**src/rtl/sram_write_ctrl_if.sv**
```systemverilog
// Write-port bundle between the push-button/switch front end and the display RAM.
// The master drives the operator inputs; the slave (controller) drives the RAM write side.
interface sram_write_ctrl_if #(
  parameter int ADDR_W = 5,
  parameter int DATA_W = 4
);
  logic              key_n;
  logic [DATA_W-1:0] sw_data;
  logic [ADDR_W-1:0] sw_addr;
  logic              addr_mode;
  logic              we;
  logic [DATA_W-1:0] d;
  logic [ADDR_W-1:0] write_add;
  logic [ADDR_W:0]   wr_count;
  logic              full;

  modport master (
    output key_n, sw_data, sw_addr, addr_mode,
    input  we, d, write_add, wr_count, full
  );

  modport slave (
    input  key_n, sw_data, sw_addr, addr_mode,
    output we, d, write_add, wr_count, full
  );
endinterface

```
**src/rtl/sram_write_ctrl.sv**
```systemverilog
// Debounced push-button write front end for the display RAM: one single-cycle write
// per accepted press, auto-increment or switch addressing, saturating write count.
//
//   state    | meaning
//   IDLE     | released and stable, waiting for a press
//   DEB_PRS  | press seen, counting stable pressed cycles
//   WRITE    | single cycle in which we is high
//   WAIT_REL | write done (or just out of reset), waiting for release
//   DEB_REL  | release seen, counting stable released cycles
module sram_write_ctrl #(
  parameter int DEBOUNCE_CYCLES = 1_000_000,
  parameter int ADDR_W          = 5,
  parameter int DATA_W          = 4
) (
  input  logic             clk,
  input  logic             rst,
  sram_write_ctrl_if.slave bus
);

  localparam int CNT_W = (DEBOUNCE_CYCLES > 1) ? $clog2(DEBOUNCE_CYCLES) : 1;
  localparam logic [CNT_W-1:0]  CNT_LAST  = CNT_W'(DEBOUNCE_CYCLES - 1);
  localparam logic [ADDR_W:0]   FULL_CNT  = {1'b1, {ADDR_W{1'b0}}};
  localparam logic [ADDR_W:0]   LAST_FREE = FULL_CNT - 1'b1;

  typedef enum logic [2:0] {
    S_IDLE,
    S_DEB_PRS,
    S_WRITE,
    S_WAIT_REL,
    S_DEB_REL
  } state_t;

  state_t            r_state;
  logic [CNT_W-1:0]  r_cnt;
  logic              r_key_s1;
  logic              r_key_s2;
  logic              r_we;
  logic [DATA_W-1:0] r_d;
  logic [ADDR_W-1:0] r_addr;
  logic [ADDR_W-1:0] r_ptr;
  logic [ADDR_W:0]   r_wr_count;
  logic              r_full;

  logic              w_pressed;
  logic [ADDR_W-1:0] w_wr_addr;

  assign w_pressed = ~r_key_s2;
  assign w_wr_addr = bus.addr_mode ? bus.sw_addr : r_ptr;

  // Starting in WAIT_REL means a key held through reset must be released before it can write.
  always_ff @(posedge clk or posedge rst) begin
    if (rst) begin
      r_state    <= S_WAIT_REL;
      r_cnt      <= '0;
      r_key_s1   <= 1'b1;
      r_key_s2   <= 1'b1;
      r_we       <= 1'b0;
      r_d        <= '0;
      r_addr     <= '0;
      r_ptr      <= '0;
      r_wr_count <= '0;
      r_full     <= 1'b0;
    end else begin
      r_key_s1 <= bus.key_n;
      r_key_s2 <= r_key_s1;
      r_we     <= 1'b0;
      case (r_state)
        S_IDLE: begin
          if (w_pressed) begin
            r_state <= S_DEB_PRS;
            r_cnt   <= '0;
          end
        end
        S_DEB_PRS: begin
          if (!w_pressed) begin
            r_state <= S_IDLE;
          end else if (r_cnt == CNT_LAST) begin
            r_state <= S_WRITE;
            r_we    <= 1'b1;
            r_d     <= bus.sw_data;
            r_addr  <= w_wr_addr;
            r_ptr   <= w_wr_addr + ADDR_W'(1);
            if (r_wr_count != FULL_CNT) begin
              r_wr_count <= r_wr_count + 1'b1;
            end
            r_full <= r_full | (r_wr_count == LAST_FREE);
          end else begin
            r_cnt <= r_cnt + 1'b1;
          end
        end
        S_WRITE: begin
          r_state <= S_WAIT_REL;
        end
        S_WAIT_REL: begin
          if (!w_pressed) begin
            r_state <= S_DEB_REL;
            r_cnt   <= '0;
          end
        end
        S_DEB_REL: begin
          if (w_pressed) begin
            r_state <= S_WAIT_REL;
          end else if (r_cnt == CNT_LAST) begin
            r_state <= S_IDLE;
          end else begin
            r_cnt <= r_cnt + 1'b1;
          end
        end
        default: begin
          r_state <= S_WAIT_REL;
        end
      endcase
    end
  end

  assign bus.we        = r_we;
  assign bus.d         = r_d;
  assign bus.write_add = r_addr;
  assign bus.wr_count  = r_wr_count;
  assign bus.full      = r_full;

endmodule
```
**src/flat_wrapper.sv**
```systemverilog
// flat-port wrapper written by rule: the top's interface ports become plain ports
module sram_write_ctrl_flat 
#(
  parameter int DEBOUNCE_CYCLES = 1_000_000,
  parameter int ADDR_W          = 5,
  parameter int DATA_W          = 4
)
  (clk, rst, bus_key_n, bus_sw_data, bus_sw_addr, bus_addr_mode, bus_we, bus_d, bus_write_add, bus_wr_count, bus_full);
  sram_write_ctrl_if #(.ADDR_W(ADDR_W), .DATA_W(DATA_W)) bus_i ();
  input  logic clk;
  input  logic rst;
  input wire logic [$bits(bus_i.key_n)-1:0] bus_key_n;
  input wire logic [$bits(bus_i.sw_data)-1:0] bus_sw_data;
  input wire logic [$bits(bus_i.sw_addr)-1:0] bus_sw_addr;
  input wire logic [$bits(bus_i.addr_mode)-1:0] bus_addr_mode;
  output wire logic [$bits(bus_i.we)-1:0] bus_we;
  output wire logic [$bits(bus_i.d)-1:0] bus_d;
  output wire logic [$bits(bus_i.write_add)-1:0] bus_write_add;
  output wire logic [$bits(bus_i.wr_count)-1:0] bus_wr_count;
  output wire logic [$bits(bus_i.full)-1:0] bus_full;
  assign bus_i.key_n = bus_key_n;
  assign bus_i.sw_data = bus_sw_data;
  assign bus_i.sw_addr = bus_sw_addr;
  assign bus_i.addr_mode = bus_addr_mode;
  assign bus_we = bus_i.we;
  assign bus_d = bus_i.d;
  assign bus_write_add = bus_i.write_add;
  assign bus_wr_count = bus_i.wr_count;
  assign bus_full = bus_i.full;
  sram_write_ctrl #(.DEBOUNCE_CYCLES(DEBOUNCE_CYCLES), .ADDR_W(ADDR_W), .DATA_W(DATA_W)) u_core (.clk(clk), .rst(rst), .bus(bus_i));
endmodule
```
**config.mk**
```make
export PLATFORM = sky130hd
export DESIGN_NAME = sram_write_ctrl_flat
export DESIGN_NICKNAME = d
export VERILOG_FILES = /design/src/rtl/sram_write_ctrl_if.sv /design/src/rtl/sram_write_ctrl.sv /design/src/flat_wrapper.sv
export SDC_FILE = /design/constraint.sdc
export NUM_CORES = 1
export LEC_CHECK = 0
export BUFFER_PORTS_ARGS = -buffer_cell sky130_fd_sc_hd__buf_2
export CORE_UTILIZATION = 44
export DETAILED_ROUTE_END_ITERATION = 7
export RECOVER_POWER = 100
export SYNTH_ARGS = -nofsm -noshare
export SYNTH_HDL_FRONTEND = slang
export SYNTH_SLANG_ARGS = --single-unit
```
**constraint.sdc**
```tcl
create_clock -name clk -period 3.6 [get_ports clk]
set_input_delay 0.54 -clock clk [delete_from_list [all_inputs] [get_ports clk]]
set_output_delay 0.54 -clock clk [all_outputs]
set_load 0.05 [all_outputs]
```
==> results.rst <==
.. list-table::
   :header-rows: 1

   * - Metric
     - Value
   * - Outcome
     - finished with violations
   * - Violated checks
     - capacitance limit, slew limit
   * - CTS Sinks
     - 47
   * - Register area share after synthesis
     - a little over two fifths
   * - Starting Density
     - 45.6%
   * - DRC violation count after routing
     - 0
   * - Number of top-level design ports
     - 30
   * - Fraction of the mapped netlist area in compound gates
     - between 10% and 20%
   * - Pin count of the biggest net entering global routing
     - 48
   * - Synthesized area per cell
     - 9.88 µm²
   * - Final non-filler cell total
     - 372
   * - Final RePlAce weighted congestion
     - 0.736
   * - Cell family with the largest share of critical-path delay
     - simple AND/OR/NAND/NOR gates
   * - Post-Place Cells
     - between 300 and 400
   * - Worst path slowest cell
     - sky130_fd_sc_hd__a31oi_1
   * - Area growth from synthesis to final layout
     - 5.84%
   * - Async S/R FF share, synth
     - 100%
   * - FP Rows
     - 28
   * - Max-capacitance violation count
     - 1
   * - Maximum level of the CTS H-tree
     - 2
   * - Grt ovf
     - 0
   * - Cell area after synthesis
     - between 2000 and 3000 µm²
   * - Leakage
     - 1.28 nW
   * - Seq cells post-synth
     - between 40 and 50
   * - Largest fanout on the critical path
     - 18
   * - Total via count after detailed routing
     - 2,043
   * - Timing-limited maximum frequency
     - approximately 350 MHz
   * - Number of slew-limit violations in the final report
     - 48
   * - Setup clock skew after layout
     - about 13 ps
   * - Class of the tightest hold or removal check
     - input port to register
   * - CTS clock-pin slew for the worst setup and hold paths
     - roughly 90 ps
   * - Die Wd
     - 80.3 µm
   * - Via count of the first global-routing pass
     - around 1,800
   * - Final core utilization
     - about half
   * - 1st-iter DRT viols
     - 128
   * - Arrival time of data at the critical path endpoint
     - 3010 ps
   * - Largest family of logic cells by synthesized area
     - simple AND/OR/NAND/NOR gates
   * - Synth Warn #
     - 0
   * - Cells taking the most area after synthesis
     - sky130_fd_sc_hd__dfrtp_1, sky130_fd_sc_hd__nand2_1, sky130_fd_sc_hd__dfstp_2, sky130_fd_sc_hd__a31oi_1, sky130_fd_sc_hd__nor4_4
   * - Setup repair after global routing missed its margin
     - no
   * - Worst Tran Pin Value
     - ~1800 ps
   * - Post-CTS setup buffer count
     - 0
   * - Antenna-violating nets left
     - 0
   * - Flop2flop setup slack
     - 780 ps
   * - Period Utilization, post-route
     - between 70% and 80%
   * - Time the final worst path needs with I/O delays and setup
     - 2820 ps
   * - Worst setup EP type
     - register
   * - Finish-stage setup viols
     - 0
   * - Clock insertion delay at the later pin of the skew report
     - roughly 310 ps
   * - Cell count after synthesis
     - 273
   * - Cell type with the highest occurrence count on the critical path
     - sky130_fd_sc_hd__and4_1
   * - CTS tree
     - yes
   * - Core outline area
     - about 5900 µm²
   * - Port Buf Inserts
     - 29
   * - Length of the first detailed-routing pass in iterations
     - 7
   * - Routed wire length
     - about 5.2 mm
   * - Category of the worst setup path launch point
     - register
   * - HPWL reported at the end of detailed placement
     - roughly 3.6 mm
   * - Vias per Instance
     - roughly 5.5
   * - Yosys top cell by area
     - sky130_fd_sc_hd__dfrtp_1
   * - Synth Net Count
     - 290
   * - Average wire length per cell after detail routing
     - 14.1 µm
   * - Area share of xor/xnor cells in the synthesized design
     - 1.30%
   * - Maximum clock insertion buffer count
     - 2
   * - Peak per-stage delay on the critical path
     - 540 ps
   * - Die outline area
     - 6450 µm²
   * - Simple-gate share of the synthesized area
     - 27.5%
   * - Floorplan die height
     - 80.3 µm
   * - Number of nets in the layout
     - 313
   * - Kind of critical path
     - register to register
   * - Peak VDD IR
     - roughly 130 µV
   * - PD cells
     - 375 nW/µm²
   * - Post-cts gate resize count
     - 0
   * - Top FF cell, synth
     - sky130_fd_sc_hd__dfrtp_1
   * - Root Driver
     - sky130_fd_sc_hd__clkbuf_8
   * - Final number of hold-violating endpoints
     - 0
   * - Area share of the largest cell type after synthesis
     - between 30% and 40%
   * - Buffering stage count on the worst path with inverters included
     - 0
   * - Number of antenna repair diodes
     - 0
   * - Overall routing resource usage
     - 17.3%
   * - Multiplexer share of the synthesized area
     - 2.69%
   * - Relative slew slack
     - -18.5%
   * - Number of fill cells
     - between 500 and 600
   * - Count of flip-flops with a built-in enable after synthesis
     - 0
   * - Layout cell share with drive strength beyond 1
     - 12.1%
   * - Number of distinct library cell variants in the gate-level netlist after synthesis
     - 62
   * - Number of buffers added by the clock tree synthesis step
     - 5
   * - Hold-fix buffers at CTS
     - 0
   * - Synthesized-area fraction occupied by adder cells
     - 1.86%
   * - Post-route setup TNS
     - 0 ps
   * - Data required, critical path
     - 3780 ps
   * - CP Cell Sequence
     - ha_1 -> and4_1 -> and4_1 -> nand3_1 -> a31oi_1 -> mux2_1
   * - Number of antenna violations at the first check in global routing
     - 0
   * - Global-route wire length before repair
     - 8.62 mm
-- power breakdown --
part / leakage, nW / total (mW) / switching [mW] / internal [mW]
Clock: 0.0612 / 0.409 / 0.184 / 0.225
Combinational: 0.632 / 0.0969 / 0.0588 / 0.0380
Sequential: 0.586 / 0.564 / 0.0213 / 0.543
Total: 1.28 / 1.07 / 0.264 / 0.806
-- cells by family (layout without fill, tap and decap cells) --
group / count (synthesis) / after routing
simple gates: 120 / 120
compound gates: 66 / 66
flops: 47 / 47
buf+inv: 25 / 49
mux: 7 / 7
fa+ha+maj: 4 / 4
xor+xnor: 4 / 4
-- synth_stat cells, types with 3 or more instances --
master	number
sky130_fd_sc_hd__a31oi_1	14
sky130_fd_sc_hd__nor4_1	4
sky130_fd_sc_hd__ha_1	4
sky130_fd_sc_hd__nand2b_1	8
sky130_fd_sc_hd__nand2_1	36
sky130_fd_sc_hd__dfrtp_1	43
sky130_fd_sc_hd__o21a_1	3
sky130_fd_sc_hd__nand4_1	6
sky130_fd_sc_hd__o21ai_1	5
sky130_fd_sc_hd__xnor2_1	3
sky130_fd_sc_hd__dfstp_2	4
sky130_fd_sc_hd__mux2i_1	5
sky130_fd_sc_hd__inv_1	12
sky130_fd_sc_hd__and3_1	5
sky130_fd_sc_hd__nor3_1	8
sky130_fd_sc_hd__nand3_1	14
sky130_fd_sc_hd__buf_6	6
sky130_fd_sc_hd__nor2_1	14
sky130_fd_sc_hd__a21oi_1	11
sky130_fd_sc_hd__o21ai_0	10
sky130_fd_sc_hd__nor4_4	4
sky130_fd_sc_hd__and2_1	3
sky130_fd_sc_hd__buf_2	3
-- registers in the layout (all words and copies together), names as in the netlist --
signal and count:
u_core.bus.d 4, u_core.bus.write_add 5, u_core.bus.wr_count 6, u_core.r_key_s1 1, u_core.r_cnt 20, u_core.bus.we 1, u_core.r_ptr 5, u_core.r_state 3
u_core.r_key_s2 1, u_core.bus.full 1
-- final cells by class --
cell class	instances	area (µm²)	area share, %
clock buffer	6	82.6	2.89
timing repair buffer	29	124	4.34
tap	75	93.8	3.29
inverter	12	45.0	1.58
clock inverter	2	35.0	1.23
sequential	47	1180	41.4
multi-input combinational	201	1290	45.3
-- metrics by stage --
stage | cell area [µm²] | power [mW] | setup slack (ps) | hold slack (ps)
CTS | 2950 | 1.09 | 1320 | 314
detailed placement | 2830 | 0.675 | 1360 | 348
global placement | 2830 | 0.674 | 1400 | 349
floorplan | 2700 | 0.657 | 1710 | 345
global route | 2860 | 1.12 | 562 | 302
finish | 2860 | 1.07 | 777 | 320
-- layout by cell type (no fill, tap or decap), types with 2 or more instances in the layout --
master                      n
sky130_fd_sc_hd__a31oi_1   15
sky130_fd_sc_hd__and3_1     5
sky130_fd_sc_hd__clkbuf_8   6
sky130_fd_sc_hd__o21a_1     3
sky130_fd_sc_hd__xnor2_1    3
sky130_fd_sc_hd__a21oi_1   11
sky130_fd_sc_hd__a211o_1    2
sky130_fd_sc_hd__dfstp_2    3
sky130_fd_sc_hd__clkbuf_1  17
sky130_fd_sc_hd__and4_1     3
sky130_fd_sc_hd__dfrtp_1   43
sky130_fd_sc_hd__buf_2     12
sky130_fd_sc_hd__ha_1       4
sky130_fd_sc_hd__nor4_4     2
sky130_fd_sc_hd__a41oi_1    2
sky130_fd_sc_hd__nor4_1     5
sky130_fd_sc_hd__inv_1     12
sky130_fd_sc_hd__a31o_2     2
sky130_fd_sc_hd__nor2b_1    2
sky130_fd_sc_hd__nand2_1   37
sky130_fd_sc_hd__and2_1     3
sky130_fd_sc_hd__mux2i_1    5
sky130_fd_sc_hd__a21o_1     2
sky130_fd_sc_hd__nand2b_1   8
sky130_fd_sc_hd__o21ai_1    5
sky130_fd_sc_hd__nand4_1    6
sky130_fd_sc_hd__and4bb_1   2
sky130_fd_sc_hd__nor3_1     8
sky130_fd_sc_hd__o21ai_0   11
sky130_fd_sc_hd__nor2_1    14
sky130_fd_sc_hd__nand3_1   15
-- worst paths after layout --
| path | start | endpoint | cells past startpoint |
|---|---|---|---|
| worst max-delay path | u_core.r_cnt[0]$_DFFE_PP0P_ | u_core.bus.wr_count[1]$_DFFE_PP0P_ | 6 |
| worst min-delay path | bus_key_n | u_core.r_key_s1$_DFF_PP1_ | 1 |
| worst max register to register | u_core.r_cnt[0]$_DFFE_PP0P_ | u_core.bus.wr_count[1]$_DFFE_PP0P_ | 6 |
| worst min register to register | u_core.r_key_s1$_DFF_PP1_ | u_core.r_key_s2$_DFF_PP1_ | 0 |
| max in group asynchronous | rst | u_core.r_cnt[14]$_DFFE_PP0P_ | 2 |
| min in group asynchronous | rst | u_core.bus.wr_count[5]$_DFFE_PP0P_ | 2 |
-- per-layer routing --
metal	global-route usage (%)	routed length, µm	up-vias
met2	27.2	2400	34
met5	0	0	-
met3	4.55	150	4
met4	5.00	38	0
met1	23.4	2640	967
li1	-	-	1038
Note: power is estimated with default switching activity, not from simulation.
